**src/rtl/cache_arbiter_if.sv**
```systemverilog
// Cache-side and memory-side line transfer signals for the I/D cache arbiter.
// The slave modport is the arbiter's view; master is the cache/memory environment.
interface cache_arbiter_if #(
  parameter int ADDR_WIDTH = 32,
  parameter int LINE_WIDTH = 256
);
  logic                  i_read;
  logic [ADDR_WIDTH-1:0] i_address;
  logic [LINE_WIDTH-1:0] i_rdata;
  logic                  i_resp;

  logic                  d_read;
  logic                  d_write;
  logic [ADDR_WIDTH-1:0] d_address;
  logic [LINE_WIDTH-1:0] d_wdata;
  logic [LINE_WIDTH-1:0] d_rdata;
  logic                  d_resp;

  logic                  pmem_read;
  logic                  pmem_write;
  logic [ADDR_WIDTH-1:0] pmem_address;
  logic [LINE_WIDTH-1:0] pmem_wdata;
  logic [LINE_WIDTH-1:0] pmem_rdata;
  logic                  pmem_resp;

  modport slave (
    input  i_read, i_address, d_read, d_write, d_address, d_wdata,
           pmem_rdata, pmem_resp,
    output i_rdata, i_resp, d_rdata, d_resp,
           pmem_read, pmem_write, pmem_address, pmem_wdata
  );

  modport master (
    output i_read, i_address, d_read, d_write, d_address, d_wdata,
           pmem_rdata, pmem_resp,
    input  i_rdata, i_resp, d_rdata, d_resp,
           pmem_read, pmem_write, pmem_address, pmem_wdata
  );
endinterface

```
**src/rtl/cache_arbiter.sv**
```systemverilog
// Shares the single physical-memory port between the I-cache and D-cache,
// one line transaction at a time, alternating grants under contention.
module cache_arbiter #(
  parameter int ADDR_WIDTH = 32,
  parameter int LINE_WIDTH = 256
) (
  input  logic           clk,
  input  logic           rst,
  cache_arbiter_if.slave bus
);

  typedef enum logic [1:0] {
    IDLE    = 2'd0,
    SERVE_I = 2'd1,
    SERVE_D = 2'd2
  } state_t;

  state_t                state;
  state_t                state_nxt;
  logic                  last_grant_d;
  logic [ADDR_WIDTH-1:0] lat_addr;
  logic [LINE_WIDTH-1:0] lat_wdata;
  logic                  lat_write;
  logic                  pend_i;
  logic                  pend_d;
  logic                  grant_i;
  logic                  grant_d;

  assign pend_i  = bus.i_read;
  assign pend_d  = bus.d_read | bus.d_write;
  // Under contention the side that did not win last time takes the grant.
  assign grant_d = (state == IDLE) & pend_d & (~pend_i | ~last_grant_d);
  assign grant_i = (state == IDLE) & pend_i & ~grant_d;

  always_ff @(posedge clk) begin
    if (rst) begin
      state        <= IDLE;
      last_grant_d <= 1'b0;
      lat_addr     <= '0;
      lat_wdata    <= '0;
      lat_write    <= 1'b0;
    end else begin
      state <= state_nxt;
      if (grant_d) begin
        last_grant_d <= 1'b1;
        lat_addr     <= bus.d_address;
        lat_write    <= bus.d_write;
        if (bus.d_write) lat_wdata <= bus.d_wdata;
      end else if (grant_i) begin
        last_grant_d <= 1'b0;
        lat_addr     <= bus.i_address;
        lat_write    <= 1'b0;
      end
    end
  end

  always_comb begin
    state_nxt      = state;
    bus.pmem_read  = 1'b0;
    bus.pmem_write = 1'b0;
    bus.i_resp     = 1'b0;
    bus.d_resp     = 1'b0;
    case (state)
      IDLE: begin
        if (grant_d)      state_nxt = SERVE_D;
        else if (grant_i) state_nxt = SERVE_I;
      end
      SERVE_I: begin
        bus.pmem_read = 1'b1;
        bus.i_resp    = bus.pmem_resp;
        if (bus.pmem_resp) state_nxt = IDLE;
      end
      SERVE_D: begin
        bus.pmem_read  = ~lat_write;
        bus.pmem_write = lat_write;
        bus.d_resp     = bus.pmem_resp;
        if (bus.pmem_resp) state_nxt = IDLE;
      end
      default: state_nxt = IDLE;
    endcase
    // A transaction being abandoned by reset must not strobe memory or requesters.
    if (rst) begin
      bus.pmem_read  = 1'b0;
      bus.pmem_write = 1'b0;
      bus.i_resp     = 1'b0;
      bus.d_resp     = 1'b0;
    end
  end

  assign bus.pmem_address = lat_addr;
  assign bus.pmem_wdata   = lat_wdata;
  assign bus.i_rdata      = bus.pmem_rdata;
  assign bus.d_rdata      = bus.pmem_rdata;

  // Simultaneous read and write from the D-cache is illegal; the write wins.
  a_d_rd_wr_exclusive: assert property (@(posedge clk) disable iff (rst)
    !(grant_d && bus.d_read && bus.d_write));

endmodule

```
**src/flat_wrapper.sv**
```systemverilog
// flat-port wrapper written by rule: the top's interface ports become plain ports
module cache_arbiter_flat 
#(
  parameter int ADDR_WIDTH = 32,
  parameter int LINE_WIDTH = 256
)
  (clk, rst, bus_i_read, bus_i_address, bus_d_read, bus_d_write, bus_d_address, bus_d_wdata, bus_pmem_rdata, bus_pmem_resp, bus_i_rdata, bus_i_resp, bus_d_rdata, bus_d_resp, bus_pmem_read, bus_pmem_write, bus_pmem_address, bus_pmem_wdata);
  cache_arbiter_if #(.ADDR_WIDTH(ADDR_WIDTH), .LINE_WIDTH(LINE_WIDTH)) bus_i ();
  input  logic clk;
  input  logic rst;
  input wire logic [$bits(bus_i.i_read)-1:0] bus_i_read;
  input wire logic [$bits(bus_i.i_address)-1:0] bus_i_address;
  input wire logic [$bits(bus_i.d_read)-1:0] bus_d_read;
  input wire logic [$bits(bus_i.d_write)-1:0] bus_d_write;
  input wire logic [$bits(bus_i.d_address)-1:0] bus_d_address;
  input wire logic [$bits(bus_i.d_wdata)-1:0] bus_d_wdata;
  input wire logic [$bits(bus_i.pmem_rdata)-1:0] bus_pmem_rdata;
  input wire logic [$bits(bus_i.pmem_resp)-1:0] bus_pmem_resp;
  output wire logic [$bits(bus_i.i_rdata)-1:0] bus_i_rdata;
  output wire logic [$bits(bus_i.i_resp)-1:0] bus_i_resp;
  output wire logic [$bits(bus_i.d_rdata)-1:0] bus_d_rdata;
  output wire logic [$bits(bus_i.d_resp)-1:0] bus_d_resp;
  output wire logic [$bits(bus_i.pmem_read)-1:0] bus_pmem_read;
  output wire logic [$bits(bus_i.pmem_write)-1:0] bus_pmem_write;
  output wire logic [$bits(bus_i.pmem_address)-1:0] bus_pmem_address;
  output wire logic [$bits(bus_i.pmem_wdata)-1:0] bus_pmem_wdata;
  assign bus_i.i_read = bus_i_read;
  assign bus_i.i_address = bus_i_address;
  assign bus_i.d_read = bus_d_read;
  assign bus_i.d_write = bus_d_write;
  assign bus_i.d_address = bus_d_address;
  assign bus_i.d_wdata = bus_d_wdata;
  assign bus_i.pmem_rdata = bus_pmem_rdata;
  assign bus_i.pmem_resp = bus_pmem_resp;
  assign bus_i_rdata = bus_i.i_rdata;
  assign bus_i_resp = bus_i.i_resp;
  assign bus_d_rdata = bus_i.d_rdata;
  assign bus_d_resp = bus_i.d_resp;
  assign bus_pmem_read = bus_i.pmem_read;
  assign bus_pmem_write = bus_i.pmem_write;
  assign bus_pmem_address = bus_i.pmem_address;
  assign bus_pmem_wdata = bus_i.pmem_wdata;
  cache_arbiter #(.ADDR_WIDTH(ADDR_WIDTH), .LINE_WIDTH(LINE_WIDTH)) u_core (.clk(clk), .rst(rst), .bus(bus_i));
endmodule
```
**config.mk**
```make
export PLATFORM = sky130hd
export DESIGN_NAME = cache_arbiter_flat
export DESIGN_NICKNAME = d
export VERILOG_FILES = /design/src/rtl/cache_arbiter_if.sv /design/src/rtl/cache_arbiter.sv /design/src/flat_wrapper.sv
export SDC_FILE = /design/constraint.sdc
export NUM_CORES = 1
export LEC_CHECK = 0
export BUFFER_PORTS_ARGS = -buffer_cell sky130_fd_sc_hd__buf_2
export CAP_MARGIN = 10
export CORE_AREA = 5 5 532 534
export CTS_CLUSTER_SIZE = 25
export DETAILED_ROUTE_END_ITERATION = 12
export DIE_AREA = 0 0 537 539
export PLACE_DENSITY = 0.3
export SLEW_MARGIN = 20
export SYNTH_ARGS = -nofsm -noshare
export SYNTH_HDL_FRONTEND = slang
export SYNTH_SLANG_ARGS = --single-unit
export TNS_END_PERCENT = 1
```
**constraint.sdc**
```tcl
create_clock -name clk -period 2.86 [get_ports clk]
set_clock_uncertainty 0.2 [all_clocks]
set_input_delay 0.286 -clock clk [delete_from_list [all_inputs] [get_ports clk]]
set_output_delay 0.286 -clock clk [all_outputs]
set_load 0.05 [all_outputs]
```
Word-level counts from Yosys, hierarchy flattened
Index checks and enable logic that the tools add are counted. Widths: inputs -> output; s select.

Flip-flop bits (word level): 292. Output and inout bits: 804. Logic and storage cells: 41.

Eq/ne operators: 4. Multiplexer cells: 17. Bitwise logic cells: 10. Reductions and logical operators: 5.

Operators by type and width (number): $mux 32 (2); $mux 1 (10); $mux 2 (3); $and 1x1->1 (4); $not 1->1 (4); $pmux 2 s2 (1); $reduce_and 2->1 (2); $ne 3x1->1 const B (1); $eq 2x1->1 const B (1); $eq 2x2->1 const B (1); $logic_not 2->1 (1); $ne 2x1->1 const B (1); $or 1x1->1 (2); $pmux 1 s2 (1); $reduce_bool 2->1 (1); $reduce_or 2->1 (1).

Logic depth before layout (Yosys ltp)
Word-level depth: 8. Mapped depth: 8. Mapped depth without buffers: 5.

Worst setup path after synthesis
Ideal clock, no wire load.

Kind: in2out. Start point: input rst. End point: output bus_pmem_read. Arrival: 1.820 ns. Data required time: 2.374 ns. Setup slack: 0.554 ns. Cell stages on the path: 3. Buffers on the path: 2. Cells stage by stage: clkbuf_1 > clkbuf_1 > nor3b_1.

Cells in the longest elaborated chain, start to end: 1.

Ends and longest elaborated chain: start: declaration (line flat_wrapper.sv:10) `input logic rst;`; $mux 1 (line cache_arbiter.sv:82) `if (rst) begin`; end: declaration (line flat_wrapper.sv:23) `output wire logic [$bits(bus_i.pmem_read)-1:0] bus_pmem_read;`.

Every way passes these cells.

Worst setup path after layout
Start point: register u_core.state[0]. End point: register u_core.lat_addr[24], in the netlist u_core.bus.pmem_address[24].

Cells in the longest elaborated chain, start to end: 6.

Ends and longest elaborated chain: start: declaration (line cache_arbiter.sv:18) `state_t state;`; start signal: assignment (line cache_arbiter.sv:43) `state <= state_nxt;`; $logic_not 2->1 * (line cache_arbiter.sv:32, cache_arbiter.sv:33); $and 1x1->1 (2 in series) (line cache_arbiter.sv:32) `assign grant_d = (state == IDLE) & pend_d & (~pend_i | ~last_grant_d);`; $not 1->1 (line cache_arbiter.sv:33) `assign grant_i = (state == IDLE) & pend_i & ~grant_d;`; $and 1x1->1 (line cache_arbiter.sv:33); $reduce_bool 2->1 (no line); end signal: assignment (line cache_arbiter.sv:46) `lat_addr <= bus.d_address;`; end signal: assignment (line cache_arbiter.sv:51) `lat_addr <= bus.i_address;`; end: declaration (line cache_arbiter.sv:21) `logic [ADDR_WIDTH-1:0] lat_addr;`.

Mark *: on every way between the ends. The rest lies on a longest branch, timed or not. A chain may end at the register's enable or synchronous reset.

==> flow_summary.yaml <==
layout:
  synth_to_layout_area_growth_pct: 61.6
  design.final.nets: 2865
  finish.utilization_pct: 8.83
  finalNonFillerCells: 6064
  drive_gt1_share_pct: 31.4
  final_cell_area_um2: 24600
run:
  maxCapViolCount: 0
clock_network:
  maximum_number_of_buffers_from_clock_root_to_sink: 3
  post_cts_buffers: 0
  cts.clk_slew.worst_paths_ps: 60
  cts_root_buffer: "clkbuf_16"
  clock_sink_count: 292
  num_cts_buffers: 48
  tritoncts: "built"
  clock_latency_ps: 670
  h-tree-depth: 2
floorplan:
  die_h_um: 539
  floorplan.rows: 194
  floorplan.initialDensity_pct: 5.46
  ports: 1386
  die_width_um: 537
  die_area_um2: 289000
  area_of_the_core_um2: 278000
worst_setup_path:
  critical_path_cell_count: 8
  cp-end-kind: "register"
  worst_ep_arrival_time_ps: 3100
  slack_of_the_worst_reg_to_reg_path_ps: 180
  startpoint_type: "register"
  critical_path_cell_by_cell: "inv_1, ha_1, a21boi_4, buf_12, nand2_1, buf_4, a221oi_1, dlygate4sd3_1"
  crit-reg2reg-launch: "u_core.state[0]"
  worst-r2r-cell-count: 8
  critical_path.top_delay_family: "buffers and inverters"
  crit_path_max_fanout: 33
  cp_num_buf_inv: 4
  class_of_the_most_critical_setup_path: "reg2reg"
  cp_required_ps: 3280
  worstSetupStartpoint: "u_core.state[0]"
  critPathMaxStageDelay_ps: 580
  r2r-end: "u_core.bus.pmem_address[24]"
  cpMaxStageDelayCell: "dlygate4sd3_1"
power:
  power.density_nw_per_um2: 697
  pwr_total_mw: 17.1
  p_seq_share_pct: 28.0
  leakagePower_nw: 9.23
  clock_power_share_pct: 38.4
  internal_power_mw: 10.1
  worst_ir_drop_vdd_uv: 424
  comb_power_share_pct: 33.5
  power_switching_mw: 7.05
  power_switching_share_pct: 41.2
hold_path:
  worstHoldStart: "bus_d_write"
  timing.hold.worst_path_depth: 4
  timing.hold.worst_endpoint: "u_core.bus.pmem_wdata[248]"
  hp-class: "in2reg"
global_routing:
  grt.met1_usage_pct: 8.67
  gr-usage-met3_pct: 8.39
  via_count_of_the_first_global_routing_pass: 16100
  grt_remaining_overflow: 0
  antenna_found_initial: 75
  grt.total_usage_pct: 9.71
  pin_count_of_the_biggest_net_entering_global_routing: 112
  grt_first_pass_wirelength_mm: 183
  gr-max-usage-layer: "met2"
  grtUsageMet2_pct: 14.9
detailed_routing:
  drt_initial_violations: 867
  vias: 15500
  drt_pass1_iterations: 7
  final_antenna_net_count: 0
  wire_length_after_detailed_routing_mm: 147
  route.detailed.vias_per_inst: 2.56
  remaining_routing_drc_violations: 0
  detail_route.wl_per_cell_um: 24.3
logic_synthesis:
  syn_area_cell_um2: 8.17
  synthesis.nets: 2445
  synth_seq_cells: 292
  unique_masters_post_synth: 29
  synth_seq_area_share_pct: 38.5
  ys_warn_count: 0
  mappedNetlistArea_um2: 15200
  post_synth_inst_count: 1860
placed_design:
  dp.cells: 5558
  placed_instance_area_um2: 18800
  dp_hpwl_mm: 121
  global_placement_routability_congestion: 0.790
  port_buffers: 617
  pre_cts_ws_ps: 651
timing:
  timing_worst_slew_pin_value_ps: 740
  hold-worst-slack_ps: 170
  layout_setup_ws_ps: 181
  hold_vio_cnt_final: 0
  report.final.slew_viol_count: 0
  grt_setup_unrepaired: "no"
  finalSetupViolations: 0
  slew-limit-headroom_pct: 50.7
  fmaxAchievable_mhz: 373
  post-route-min-period_ps: 2680
  setup-tns-final_ps: 0
  fin_crit_sh_pct: 93.7
status:
  status: "complete, no violations"
[final cells by class]
| class | count | area (µm²) |
|---|---|---|
| fillers | 32500 | 253000 |
| repair buffers | 1041 | 7510 |
| flip-flops and latches | 292 | 5850 |
| multi-input cells | 893 | 4780 |
| well taps | 3724 | 4660 |
| clock buffers | 64 | 1340 |
| clock inverters | 21 | 335 |
| diodes | 25 | 62.6 |
| inverters | 4 | 22.5 |
[routing by layer]
metal,wire [µm],part of all wire (%)
met1,44700,30
met2,63200,43
met3,28700,20
met4,10600,7.2
met5,165,0.11
[cells in the mapped netlist]
library cell | n | share of area (%)
a21boi_2 | 1 | 0.074
buf_1 | 15 | 0.37
ha_1 | 3 | 0.25
inv_1 | 3 | 0.074
buf_4 | 526 | 26
nand2_1 | 3 | 0.074
and2_1 | 1 | 0.041
o31ai_1 | 1 | 0.049
a21bo_2 | 1 | 0.066
buf_2 | 53 | 1.7
dfxtp_1 | 292 | 38
nor2_1 | 35 | 0.87
a21o_1 | 1 | 0.049
a221oi_1 | 32 | 1.8
a22oi_1 | 1 | 0.049
o21ai_0 | 250 | 8.2
nand2_2 | 1 | 0.041
or2_2 | 1 | 0.041
nand3_1 | 257 | 8.5
a21oi_1 | 260 | 8.6
o21ai_1 | 7 | 0.23
inv_2 | 1 | 0.025
and3b_1 | 1 | 0.058
a211oi_1 | 1 | 0.049
mux2i_1 | 32 | 2.1
nor3b_1 | 2 | 0.099
nand2b_1 | 2 | 0.082
buf_6 | 1 | 0.074
clkbuf_1 | 76 | 1.9
[layout by cell type, fill, tap and decap left out, types with 18 or more instances in the layout]
cell type / instances
nor2_1: 34
buf_2: 615
a221oi_1: 32
buf_12: 18
clkbuf_16: 48
dfxtp_1: 292
mux2i_1: 32
o21ai_0: 250
a21oi_1: 260
diode_2: 25
nand3_1: 257
dlygate4sd3_1: 396
[how the worst max path moves through the flow]
stage	endpoint
2_1_floorplan	bus_pmem_read
3_3_place_gp	u_core.bus.pmem_wdata[130]
3_5_place_dp	u_core.bus.pmem_wdata[167]
4_1_cts	bus_pmem_read
5_1_grt	u_core.bus.pmem_wdata[78]
6_report	u_core.bus.pmem_address[24]
[worst register-to-register path: cells and delay by family (launching register included)]
kind	cells	cell delay (ps)
AND/OR/NAND/NOR	1	90
adder cells (fa/ha/maj)	1	280
buffers and inverters	4	1120
AO/OA/AOI/OAI	2	590
flip-flops	1	340
[cells by family (layout without fill, tap and decap cells)]
| family | Yosys count | after routing | share of synthesized area, % |
|---|---|---|---|
| compound gates | 555 | 555 | 19.2 |
| fa+ha+maj | 3 | 3 | 0.247 |
| buf+inv | 675 | 1130 | 30.2 |
| flops | 292 | 292 | 38.5 |
| mux | 32 | 32 | 2.11 |
| other cells | 0 | 25 | 0 |
| simple gates | 303 | 303 | 9.77 |
[flip-flops by register name (all words and copies together) (netlist names)]
register / cells
u_core.lat_write: 1
u_core.state: 2
u_core.bus.pmem_wdata: 256
u_core.bus.pmem_address: 32
u_core.last_grant_d: 1
[power groups by stage]
stage / Clock [mW] / Sequential [mW] / Combinational [mW]
2_1_floorplan: 0 / 6.37 / 3.46
3_3_place_gp: 0 / 4.87 / 5.32
3_5_place_dp: 0 / 4.88 / 5.31
4_1_cts: 7.04 / 4.80 / 5.99
5_1_grt: 7.11 / 4.85 / 6.22
6_report: 6.58 / 4.80 / 5.74
[timing repair]
action | in CTS | in global routing
gates resized for setup | 0 | 0
hold buffers | 396 | 0
endpoints found under the hold margin | 292 | 0
Note: power is estimated with default switching activity, not from simulation.
